## config.mk

```make
export PLATFORM = sky130hd
export DESIGN_NAME = rf_wb_arbiter
export DESIGN_NICKNAME = d
export VERILOG_FILES = /design/src/rtl/rf_pkg.sv /design/src/rtl/rr_arbiter.sv /design/src/rtl/rf_wb_arbiter.sv
export SDC_FILE = /design/constraint.sdc
export NUM_CORES = 1
export LEC_CHECK = 0
export BUFFER_PORTS_ARGS = -buffer_cell sky130_fd_sc_hd__buf_2
export CAP_MARGIN = 20
export CORE_MARGIN = 3
export CORE_UTILIZATION = 45
export CTS_CLUSTER_DIAMETER = 80
export DETAILED_ROUTE_END_ITERATION = 7
export GPL_TIMING_DRIVEN = 0
export HOLD_SLACK_MARGIN = 0.08
export MAX_ROUTING_LAYER = met4
export PLACE_DENSITY = 0.88
export SYNTH_ARGS = -nofsm -noshare
export SYNTH_HDL_FRONTEND = slang
export SYNTH_SLANG_ARGS = --single-unit
export TNS_END_PERCENT = 1
```

## constraint.sdc

```tcl
create_clock -name clk -period 2.13 [get_ports clk]
set_clock_uncertainty 0.2 [all_clocks]
set_input_delay 0.1065 -clock clk [delete_from_list [all_inputs] [get_ports clk]]
set_output_delay 0.1065 -clock clk [all_outputs]
set_load 0.01 [all_outputs]
```

## src/rtl/rf_pkg.sv

```systemverilog
// Shared register-file package: geometry constants and the write-port bundle.
// Imported by reg_file and by the write-back arbiter.
package rf_pkg;

  localparam int unsigned DATA_WIDTH  = 64;
  localparam int unsigned NUM_REGS    = 32;
  localparam int unsigned INDEX_WIDTH = $clog2(NUM_REGS);

  typedef struct packed {
    logic [INDEX_WIDTH-1:0] addr;
    logic [DATA_WIDTH-1:0]  data;
  } rf_wr_t;

endpackage

```

## src/rtl/rr_arbiter.sv

```systemverilog
// Round-robin arbiter: one-hot grant to the first requester at or after ptr,
// ptr moves past the winner whenever the grant is consumed.
module rr_arbiter #(
  parameter int unsigned N = 2
) (
  input  logic         clk,
  input  logic         rst,
  input  logic [N-1:0] req,
  input  logic         advance,
  output logic [N-1:0] grant
);

  localparam int unsigned PtrW = (N > 1) ? $clog2(N) : 1;

  logic [PtrW-1:0] ptr;
  logic [PtrW-1:0] gidx;
  logic            found;
  int unsigned     idx;

  always_comb begin
    grant = '0;
    gidx  = '0;
    found = 1'b0;
    idx   = 0;
    for (int unsigned off = 0; off < N; off++) begin
      idx = (32'(ptr) + off) % N;
      if (!found && req[idx]) begin
        found      = 1'b1;
        grant[idx] = 1'b1;
        gidx       = PtrW'(idx);
      end
    end
  end

  always_ff @(posedge clk) begin
    if (rst) begin
      ptr <= '0;
    end else if (advance) begin
      ptr <= (32'(gidx) == N - 1) ? '0 : gidx + 1'b1;
    end
  end

endmodule

```

## src/rtl/rf_wb_arbiter.sv

```systemverilog
// Write-back arbiter for the register file's single write port, plus a
// per-register pending scoreboard used by issue to stall on RAW hazards.
module rf_wb_arbiter
  import rf_pkg::*;
#(
  parameter int unsigned DataWidth  = DATA_WIDTH,
  parameter int unsigned NumRegs    = NUM_REGS,
  parameter int unsigned IndexWidth = $clog2(NumRegs),
  parameter int unsigned NumReq     = 2
) (
  input  logic                         clk,
  input  logic                         rst,
  input  logic [NumReq-1:0]            req_valid,
  output logic [NumReq-1:0]            req_ready,
  input  logic [NumReq*IndexWidth-1:0] req_addr,
  input  logic [NumReq*DataWidth-1:0]  req_data,
  input  logic                         reserveEn,
  input  logic [IndexWidth-1:0]        reserveAddr,
  output logic [NumRegs-1:0]           pending,
  output logic                         writeEn,
  output logic [IndexWidth-1:0]        writeAddr,
  output logic [DataWidth-1:0]         writeData
);

  logic [NumReq-1:0]     req_gated;
  logic [NumReq-1:0]     grant;
  logic                  xfer;
  logic [IndexWidth-1:0] sel_addr;
  logic [DataWidth-1:0]  sel_data;
  logic [NumRegs-1:0]    pending_d;

  // Nothing is granted during reset, so no write can be registered then.
  assign req_gated = rst ? '0 : req_valid;

  rr_arbiter #(
    .N(NumReq)
  ) u_rr (
    .clk    (clk),
    .rst    (rst),
    .req    (req_gated),
    .advance(xfer),
    .grant  (grant)
  );

  assign req_ready = grant;
  assign xfer      = |grant;

  always_comb begin
    sel_addr = '0;
    sel_data = '0;
    for (int unsigned i = 0; i < NumReq; i++) begin
      if (grant[i]) begin
        sel_addr = req_addr[i*IndexWidth +: IndexWidth];
        sel_data = req_data[i*DataWidth +: DataWidth];
      end
    end
  end

  // x0 writes are accepted but never reach the write port.
  always_ff @(posedge clk) begin
    if (rst) begin
      writeEn   <= 1'b0;
      writeAddr <= '0;
      writeData <= '0;
    end else if (xfer) begin
      writeEn   <= (sel_addr != '0);
      writeAddr <= sel_addr;
      writeData <= sel_data;
    end else begin
      writeEn   <= 1'b0;
    end
  end

  // Reserve beats a same-cycle commit: the reservation is a newer producer.
  always_comb begin
    pending_d = pending;
    for (int unsigned a = 1; a < NumRegs; a++) begin
      if (reserveEn && (32'(reserveAddr) == a)) begin
        pending_d[a] = 1'b1;
      end else if (writeEn && (32'(writeAddr) == a)) begin
        pending_d[a] = 1'b0;
      end
    end
    pending_d[0] = 1'b0;
  end

  always_ff @(posedge clk) begin
    if (rst) begin
      pending <= '0;
    end else begin
      pending <= pending_d;
    end
  end

endmodule

```

==> metrics.md, run 1 <==
| Metric | Value |
|---|---|
| Tcrit/Tclk final | 1.03 |
| Layout cell share with drive strength beyond 1 | 0.446 |
| Fmax | 0.455 GHz |
| CTS tree | yes |
| PortBufs | 247 |
| I/O pin cnt | 252 |
| Max cap viols | 0 |
| Drt first-iter violations | 576 |
| GRT Total Usage | 0.386 |
| Pleak | 0.00349 uW |
| Max-slew headroom | 0.482 |
| P&R area growth vs syn | 67.0% |
| GR Layer Usage met3 | 0.0848 |
| Fin crit period | 2200 ps |
| Final core occ | 0.788 |
| Setup WS post-layout | -66.9 ps |
| Yosys cell types | 38 |
| Vias per std cell | 6.19 |
| Root Driver | clkbuf_8 |
| Post-route cell area | 7880 um^2 |
| Final Power | 4530 uW |
| First-pass GRT wire length | 33900 um |
| Final wirelength | 23800 um |
| DR DRC count | 0 |
| Pwr/cell area | 575 nW/um^2 |
| Peak supply drop | 0.405 mV |
| Initial antenna violation count | 0 |
| Worst skew pair latency | 350 ps |
| Unrepaired setup endpoints after global routing | true |
| CTS max path bufs | 2 |
| Failing checks | setup timing |
| Global routing's busiest layer | met2 |
| Post-synth design cell area | 4720 um^2 |
| Crit Path Max Fanout | 10 |
| Flops & latches, synth | 102 |
| Die Span Y | 108 um |
| Largest net degree at the start of global routing | 17 |
| Via count | 6446 |
| Total Die Area | 11700 um^2 |
| Clock-pin slew on the worst setup and hold paths | 120 ps |
| Post-synth EDFFs | 0 |
| Final Setup Violations | 3 |
| Initial Utilization | 0.472 |
| Worst min path class | primary input to register |
| Final GP Congestion | 0.902 |
| Routing usage on met1 | 0.412 |
| R2R setup slack | -70 ps |
| Fillers | 599 |
| Post-synthesis average cell area | 9.49 um^2 |
| # nets final | 1050 |
| Status | complete, but fails checks |
| CP Data Required Time | 2200 ps |
| Crit path kind | register to register |
| Seq/Total Area, Yosys | 0.433 |
| CP Launch Type | register |
| Placed instance area | 6120 um^2 |
| Mapped Nets | 645 |
| # Post-CTS Setup Buffers | 0 |
| Worst slew pin tran | 777 ps |
| CORE AREA | 10000 um^2 |
| Hold slack | 106 ps |
| Cell Rows | 36 |
| Synth Flop Type | dfxtp_1 |
| Syn. warnings | 0 |
| Routed length per instance | 22.8 um |
| Max-slew violations | 0 |
| Die width | 108 um |
| Post-detail-place hpwl | 11800 um |
| Gr ovfl total | 0 |
| Crit end category | register |
| Synth async-reset ratio | 0 |
| Routed Antenna Nets | 0 |
| GR Util met2 | 0.660 |
| Hold Fails Final Rpt | 0 |
| Cts bufs inserted | 9 |
| Clock sink total | 102 |
| Drt pass-1 iters | 6 |
| CTS H-tree depth | 3 |
| Data arrival, critical path | 2260 ps |
| Vias in the first global route | 6334 |
| Cells after Synth | 497 |
==> where the power goes <==
group | total [uW] | internal (uW) | switching [uW] | leakage, uW
combinational | 1250 | 605 | 641 | 0.00257
clock | 1170 | 460 | 713 | 0.0000820
sequential | 2110 | 2010 | 102 | 0.000837
total | 4530 | 3080 | 1450 | 0.00349
==> per-layer routing <==
metal / vias to the layer above / wire length [um] / part of all wire
met2: 617 / 11300 / 0.48
li1: 2669 / - / -
met5: - / 0 / 0
met1: 2965 / 7970 / 0.34
met3: 195 / 2620 / 0.11
met4: 0 / 1860 / 0.078
==> stage by stage <==
stage	instances	worst slack, ps	TNS (ps)
floorplan	497	640	0
global placement	877	540	0
detailed placement	877	502	0
CTS	1039	17.8	0
global route	1039	-93.8	-499
finish	1042	-66.9	-83.9
==> cell usage in the layout (no fill, tap or decap), types with 3 or more instances in the layout <==
| cell type | n |
|---|---|
| nor2_1 | 10 |
| nand3_1 | 8 |
| dlygate4sd3_1 | 146 |
| nand4bb_1 | 3 |
| buf_6 | 14 |
| nor3_1 | 56 |
| nand2b_1 | 3 |
| buf_4 | 4 |
| nand2_1 | 27 |
| o22ai_1 | 40 |
| clkbuf_8 | 10 |
| o21ai_1 | 3 |
| clkbuf_1 | 15 |
| and4bb_2 | 3 |
| a21oi_1 | 35 |
| nand4b_1 | 3 |
| o21ai_0 | 28 |
| o22ai_2 | 24 |
| a32oi_1 | 3 |
| buf_2 | 261 |
| dfxtp_1 | 100 |
| nor3_2 | 73 |
| diode_2 | 3 |
| nor2b_1 | 6 |
==> synth_stat cells (2+ instances only) <==
cell type / instances / area share
nand2_1: 27 / 0.021
nor3_1: 69 / 0.073
dfxtp_1: 102 / 0.43
and4bb_2: 3 / 0.0080
a32oi_1: 3 / 0.0056
a211oi_1: 2 / 0.0032
buf_2: 15 / 0.016
o22ai_1: 44 / 0.058
o21ai_1: 3 / 0.0032
buf_6: 14 / 0.033
inv_1: 2 / 0.0016
nand4bb_1: 3 / 0.0072
clkbuf_1: 16 / 0.013
nor3_2: 60 / 0.13
nor2b_1: 6 / 0.0080
nand2b_1: 3 / 0.0040
o22ai_2: 20 / 0.053
nand4b_1: 3 / 0.0056
and4b_1: 3 / 0.0064
o21ai_0: 28 / 0.030
a2111oi_1: 2 / 0.0042
buf_4: 3 / 0.0048
nor2_1: 10 / 0.0080
nand3_1: 8 / 0.0085
a21oi_1: 35 / 0.037
==> kinds of logic (layout without fill, tap and decap cells) <==
logic type             Yosys count  after routing  share of synthesized area
AND/OR/NAND/NOR                201            201                      0.290
other                            1              4                   0.000795
AO/OA/AOI/OAI                  142            142                      0.207
buffers and inverters           51            460                     0.0692
flip-flops                     102            102                      0.433
==> registers in the layout, summed over array words and instances (netlist names), named ones only <==
name,flops
writeAddr,5
pending,31
writeEn,1
writeData,64
==> timing repair <==
item                                    4_1_cts  5_1_grt
hold endpoints to repair                     92        0
resized for setup                             0       28
endpoints found under the setup margin        0       57
hold buffers                                147        0
==> final timing paths <==
check / from / end / cells past startpoint
worst max-delay path: register / writeData[13] / 7
worst min-delay path: reserveEn / pending[22] / 4
worst max register to register: register / writeData[13] / 7
worst min register to register: pending[16] / pending[16] / 2
==> worst max-delay path, stage by stage, from the launching register on <==
cell,delay [ps]
dfxtp_4,390
nor2b_4,40
buf_6,120
buf_6,140
buf_2,200
nor3_1,330
nor3_2,90
dlygate4sd3_1,600
==> final cells by class <==
type                    count  area (um^2)  share of cell area
well taps                 133          166              0.0211
clock inverters             4         32.5             0.00413
clock buffers              11          141              0.0179
repair buffers            394         2710               0.344
diodes                      3         7.51            0.000953
inverters                   3         11.3             0.00143
flip-flops and latches    102         2050               0.260
plain buffers              48          320              0.0407
multi-input cells         344         2440               0.310
(Power assumes the default switching activity.)
==> run 2: changes to the inputs <==
--- a/config.mk
+++ b/config.mk
@@ -15,6 +15,7 @@
 export HOLD_SLACK_MARGIN = 0.08
 export MAX_ROUTING_LAYER = met4
 export PLACE_DENSITY = 0.88
+export SKIP_LAST_GASP = 1
 export SYNTH_ARGS = -nofsm -noshare
 export SYNTH_HDL_FRONTEND = slang
 export SYNTH_SLANG_ARGS = --single-unit
==> run 2 against run 1 <==
  * Sequential cell count is the same
  * Critical path depth is the same
  * Utilization shrank 0.74 points
  * Sequential share of layout area grew 0.20 points
  * Via count shrank 1.7%
  * Combinational power is essentially flat
  * Fmax shrank 0.22%
  * Critical path type unchanged
  * The flow still finishes with violations (setup timing)
  * Global-route usage is the same
==> metrics.md, run 2 (same netlist as run 1, synthesis figures left out) <==
| Metric | Value |
|---|---|
| Status | complete, but fails checks |
| Failing checks | setup timing |
| CP Launch Type | register |
| Final non-filler cell total | 1042 (unchanged) |
| I/O pin cnt | 252 (unchanged) |
| Total Die Area | 11700 um^2 (unchanged) |
| Vias in the first global route | 6334 (unchanged) |
| Worst min path class | primary input to register |
| DP Cell Count | 877 (unchanged) |
| CTS tree | yes |
| CP Data Required Time | 2190 ps (about the same) |
| Fin crit period | 2200 ps (+4.91 ps) |
| Unrepaired setup endpoints after global routing | true |
| Hold slack | 108 ps (+1.65 ps) |
| Worst skew pair latency | 350 ps (about the same) |
| CORE AREA | 10000 um^2 (unchanged) |
| Clk pwr share | 0.257 (-0.002) |
| Largest net degree at the start of global routing | 17 (unchanged) |
| Crit path kind | register to register |
| Sw Pwr | 1410 uW (-3.3%) |
| CTS max path bufs | 2 (unchanged) |
| Most common cell after layout, fill and taps aside | buf_2 |
| Routed Antenna Nets | 0 (unchanged) |
| Cts bufs inserted | 9 (unchanged) |
| Internal | 3070 uW (-0.23%) |
| Final GP Congestion | 0.902 (unchanged) |
| First-pass GRT wire length | 33900 um (unchanged) |
| DR DRC count | 0 (unchanged) |
| Vias per std cell | 6.08 (-1.7%) |
| Layout cell share with drive strength beyond 1 | 0.429 (-0.0166) |
| PortBufs | 247 (unchanged) |
| Top reg by flops | writeData |
| Gr ovfl total | 0 (unchanged) |
| Initial Utilization | 0.472 (unchanged) |
| Pwr/cell area | 574 nW/um^2 (-0.28%) |
| Sw Ratio | 0.314 (-0.00672) |
| Largest regs | writeData: 64 flops, pending: 31 flops, writeAddr: 5 flops |
| Clock-pin slew on the worst setup and hold paths | 120 ps (about the same) |
| Combinational power share | 0.272 (-0.003) |
| Clock sink total | 102 (unchanged) |
| Final wirelength | 22600 um (-4.8%) |
| Data arrival, critical path | 2270 ps (about the same) |
| # nets final | 1050 (unchanged) |
| Max cap viols | 0 (unchanged) |
| Crit end category | register |
| Initial antenna violation count | 0 (unchanged) |
| Post-route cell area | 7800 um^2 (-0.94%) |
| Drt first-iter violations | 646 (+12%) |
| Pleak | 0.00345 uW (-1.1%) |
| Root Driver | clkbuf_8 |
| P&R area growth vs syn | 65.4% |
| Max-slew headroom | 0.485 (+0.00286) |
| Max FFs per register | 64 (unchanged) |
| Via count | 6335 (-1.7%) |
| Worst slew pin tran | 773 ps (-4.29 ps) |
| Most frequent cells in the layout | buf_2, dlygate4sd3_1, dfxtp_1 |
| Tcrit/Tclk final | 1.03 (+0.00231) |
| Post-detail-place hpwl | 11800 um (unchanged) |
| Setup TNS | -351 ps (-267 ps) |
| Routed length per instance | 21.7 um (-4.8%) |
| CTS H-tree depth | 3 (unchanged) |
| Final Setup Violations | 10 (+7) |
| Register share of total power | 0.471 (+0.005) |
| Placed instance area | 6120 um^2 (unchanged) |
| Setup WS post-layout | -71.8 ps (-4.91 ps) |
| Max-slew violations | 0 (unchanged) |
| Drt pass-1 iters | 5 (-1) |
| Cell Rows | 36 (unchanged) |
| Fmax | 0.454 GHz (-0.22%) |
| Die width | 108 um (unchanged) |
| Crit Path Max Fanout | 10 (unchanged) |
| Hold Fails Final Rpt | 0 (unchanged) |
| # Post-CTS Setup Buffers | 0 (unchanged) |
| Die Span Y | 108 um (unchanged) |
| GRT Total Usage | 0.386 (unchanged) |
| Peak supply drop | 0.389 mV (-4.0%) |
==> run 2: stage by stage <==
stage	total power (uW)	setup WS [ps]	utilization
2_1_floorplan	2640	640	-
3_3_place_gp	2990	540	0.612
3_5_place_dp	3000	502	0.612
4_1_cts	4350	17.8	0.777
5_1_grt	4600	-102	0.780
6_report	4480	-71.8	0.780
==> run 2: repair_timing <==
| item | in CTS | in global routing |
|---|---|---|
| setup endpoints to repair | 0 | 57 |
| resized for setup | 0 | 9 |
| endpoints found under the hold margin | 92 | 0 |
| hold buffers | 147 | 0 |
==> run 2: path summary, 6_finish.rpt <==
kind,end,slack (ps),from,depth (start not counted)
worst max-delay path,writeData[13],-70,register,7
worst min-delay path,pending[22],110,reserveEn,4
worst max register to register,writeData[13],-70,register,7
worst min register to register,pending[16],280,pending[16],2
==> run 2: power groups by stage <==
| stage | combinational, uW | sequential [uW] | clock (uW) |
|---|---|---|---|
| after floorplan | 469 | 2170 | 0 |
| after global placement | 862 | 2130 | 0 |
| after detailed placement | 877 | 2130 | 0 |
| after CTS | 1110 | 2080 | 1150 |
| after global routing | 1280 | 2110 | 1200 |
| final | 1220 | 2110 | 1150 |
==> run 2: cell type report <==
type	instances	area [um^2]
Timing Repair Buffer	394	2710
Antenna cell	3	7.51
Buffer	48	319
Multi-Input combinational cell	344	2370
Clock inverter	4	32.5
Inverter	3	11.3
Fill cell	615	2200
Tap cell	133	166
Sequential cell	102	2040
Clock buffer	11	141
==> run 2: routing by layer <==
metal / global-route usage / vias up / wire [um]
li1: - / 2664 / -
met5: - / - / 0
met3: 0.0848 / 179 / 2520
met1: 0.412 / 2867 / 7510
met2: 0.660 / 625 / 10900
met4: 0.217 / 0 / 1700
==> run 2: worst max-delay path: stages (launching register included) <==
cell and delay, ps:
dfxtp_2 390, nor2b_4 50, buf_6 120, buf_6 140, buf_2 200, nor3_1 310
nor3_2 80, dlygate4sd3_1 600
==> run 3: changes to the inputs <==
--- a/config.mk
+++ b/config.mk
@@ -15,6 +15,7 @@
 export HOLD_SLACK_MARGIN = 0.08
 export MAX_ROUTING_LAYER = met4
 export PLACE_DENSITY = 0.88
+export SKIP_CTS_REPAIR_TIMING = 1
 export SKIP_LAST_GASP = 1
 export SYNTH_ARGS = -nofsm -noshare
 export SYNTH_HDL_FRONTEND = slang
==> constraint.sdc (replaced) <==
create_clock -name clk -period 2.7 [get_ports clk]
set_clock_uncertainty 0.2 [all_clocks]
set_input_delay 0.135 -clock clk [delete_from_list [all_inputs] [get_ports clk]]
set_output_delay 0.135 -clock clk [all_outputs]
set_load 0.01 [all_outputs]
==> run 3 against run 2 <==
  * The run now ends clean
  * Critical path depth is the same
  * Count of clock-buffer cells in the layout is the same
  * Non-clock buffer count is the same
  * Critical path type is now primary input to register
  * Largest power group unchanged
  * Highest routed layer unchanged
==> metrics.md, run 3 (same netlist as run 1, synthesis figures left out) <==
| Metric | Value |
|---|---|
| Status | completed |
| ANT cells | 0 (-3) |
| Post-detail-place hpwl | 11800 um (unchanged) |
| Die Span Y | 108 um (unchanged) |
| Cell Rows | 36 (unchanged) |
| PortBufs | 247 (unchanged) |
| Clock-pin slew on the worst setup and hold paths | 100 ps (-20 ps) |
| Worst skew pair latency | 350 ps (about the same) |
| CP Data Required Time | 2810 ps (+620 ps) |
| Peak supply drop | 0.271 mV (-30%) |
| Max-slew headroom | 0.477 (-0.00793) |
| Hold path cells | 4 (unchanged) |
| Total Die Area | 11700 um^2 (unchanged) |
| I/O pin cnt | 252 (unchanged) |
| Placed instance area | 6120 um^2 (unchanged) |
| Tcrit/Tclk final | 0.938 |
| Layout cell share with drive strength beyond 1 | 0.422 (-0.00773) |
| Worst slew pin tran | 785 ps (+11.9 ps) |
| GRT Total Usage | 0.261 (-0.124) |
| Crit path kind | primary input to register |
| Reg-to-Reg End | writeAddr[2] |
| Max cap viols | 0 (unchanged) |
| Die width | 108 um (unchanged) |
| CTS H-tree depth | 3 (unchanged) |
| Top reg by flops | writeData |
| HP Start | reserveEn |
| Hold Path Sink | pending[4] |
| Root Driver | clkbuf_8 |
| Delay-heaviest family, CP | buffers and inverters |
| Critical Path Most Common Cell | dlygate4sd3_1 |
| Hold Fails Final Rpt | 0 (unchanged) |
| CTS tree | yes |
| Fin crit period | 2530 ps |
| Gr ovfl total | 0 (unchanged) |
| Final Setup Violations | 0 (-10) |
| Crit-path cells | dlygate4sd3_1, buf_6, a21boi_0, a32oi_1, dlygate4sd3_1, a21oi_1, dlygate4sd3_1 |
| Worst min path class | primary input to register |
| Final core occ | 0.777 (-0.00375) |
| Largest net degree at the start of global routing | 17 (unchanged) |
| Final wirelength | 22100 um (-2.1%) |
| Max incr delay on CP | 630 ps (+30 ps) |
| Most frequent cells in the layout | buf_2, dlygate4sd3_1, dfxtp_1 |
| Drt pass-1 iters | 7 (+2) |
| P&R area growth vs syn | 64.6% |
| Post-route cell area | 7770 um^2 (-0.48%) |
| Initial antenna violation count | 0 (unchanged) |
| DR DRC count | 0 (unchanged) |
| Max-slew violations | 0 (unchanged) |
| Setup TNS | 0 ps (+351 ps) |
| Worst Path Buf+Inv | 4 (unchanged) |
| CTS max path bufs | 2 (unchanged) |
| Unrepaired setup endpoints after global routing | false |
| # nets final | 1050 (unchanged) |
| Cts bufs inserted | 9 (unchanged) |
| Drt first-iter violations | 552 (-15%) |
| Slowest CP cell | dlygate4sd3_1 |
| R2R setup slack | 280 ps (+350 ps) |
| Routed Antenna Nets | 0 (unchanged) |
| Clock sink total | 102 (unchanged) |
| Crit end category | register |
| Vias per std cell | 5.95 (-2.2%) |
| Vias in the first global route | 4760 (-25%) |
| Reg2Reg Depth | 5 (-2) |
| Fmax | 0.395 GHz |
| Max FFs per register | 64 (unchanged) |
| Pwr/cell area | 454 nW/um^2 (-21%) |
| Routed length per instance | 21.3 um (-1.8%) |
| First-pass GRT wire length | 23700 um (-30%) |
| Crit Path Max Fanout | 10 (unchanged) |
| Largest regs | writeData: 64 flops, pending: 31 flops, writeAddr: 5 flops |
| Final Power | 3520 uW (-21%) |
| Pleak | 0.00345 uW (about the same) |
| CP Launch Type | primary input |
| Via count | 6179 (-2.5%) |
| Data arrival, critical path | 2640 ps (+370 ps) |
| CORE AREA | 10000 um^2 (unchanged) |
| Initial Utilization | 0.472 (unchanged) |
| Final GP Congestion | 0.902 (unchanged) |
| Most common cell after layout, fill and taps aside | buf_2 |
| Hold slack | 77.0 ps (-30.8 ps) |
[run 3: worst max-delay path by stage]
stage,startpoint,slack [ps],cells after the start,end
floorplan,writeEn,1210,3,pending[3]
global placement,rst,1070,5,req_ready[1]
detailed placement,register,1070,6,writeData[5]
CTS,register,730,6,req_ready[1]
global route,req_valid[0],70,7,writeAddr[3]
finish,req_valid[0],170,7,writeAddr[2]
[run 3: worst min-delay path, delay by kind of cell]
family | cells | cell delay [ps]
AO/OA/AOI/OAI | 1 | 50
buffers and inverters | 1 | 140
AND/OR/NAND/NOR | 2 | 260
[run 3: final cells by class]
cell class	count	area, um^2
clock buffers	11	141
well taps	133	166
fillers	612	2230
flip-flops and latches	102	2040
plain buffers	48	315
inverters	3	11.3
multi-input cells	344	2350
repair buffers	394	2710
clock inverters	4	32.5
[run 3: metrics by stage]
stage | setup slack (ps) | std cells
floorplan | 1210 | 497
global placement | 1070 | 877
detailed placement | 1070 | 877
CTS | 734 | 892
global route | 65.4 | 1039
finish | 168 | 1039
[run 3: where the power goes]
| group | switching (uW) | leakage [uW] | total, uW | internal (uW) |
|---|---|---|---|---|
| registers | 74.1 | 0.000836 | 1660 | 1590 |
| clock network | 544 | 0.0000820 | 906 | 362 |
| logic | 483 | 0.00253 | 955 | 472 |
[run 3: layer usage]
metal  vias to the layer above  GRT usage  share of wire
li1                       2668          -              -
met1                      2813      0.301           0.34
met2                       543      0.459           0.48
met3                       155     0.0591           0.11
met4                         0     0.0685          0.068
met5                         -          -              0
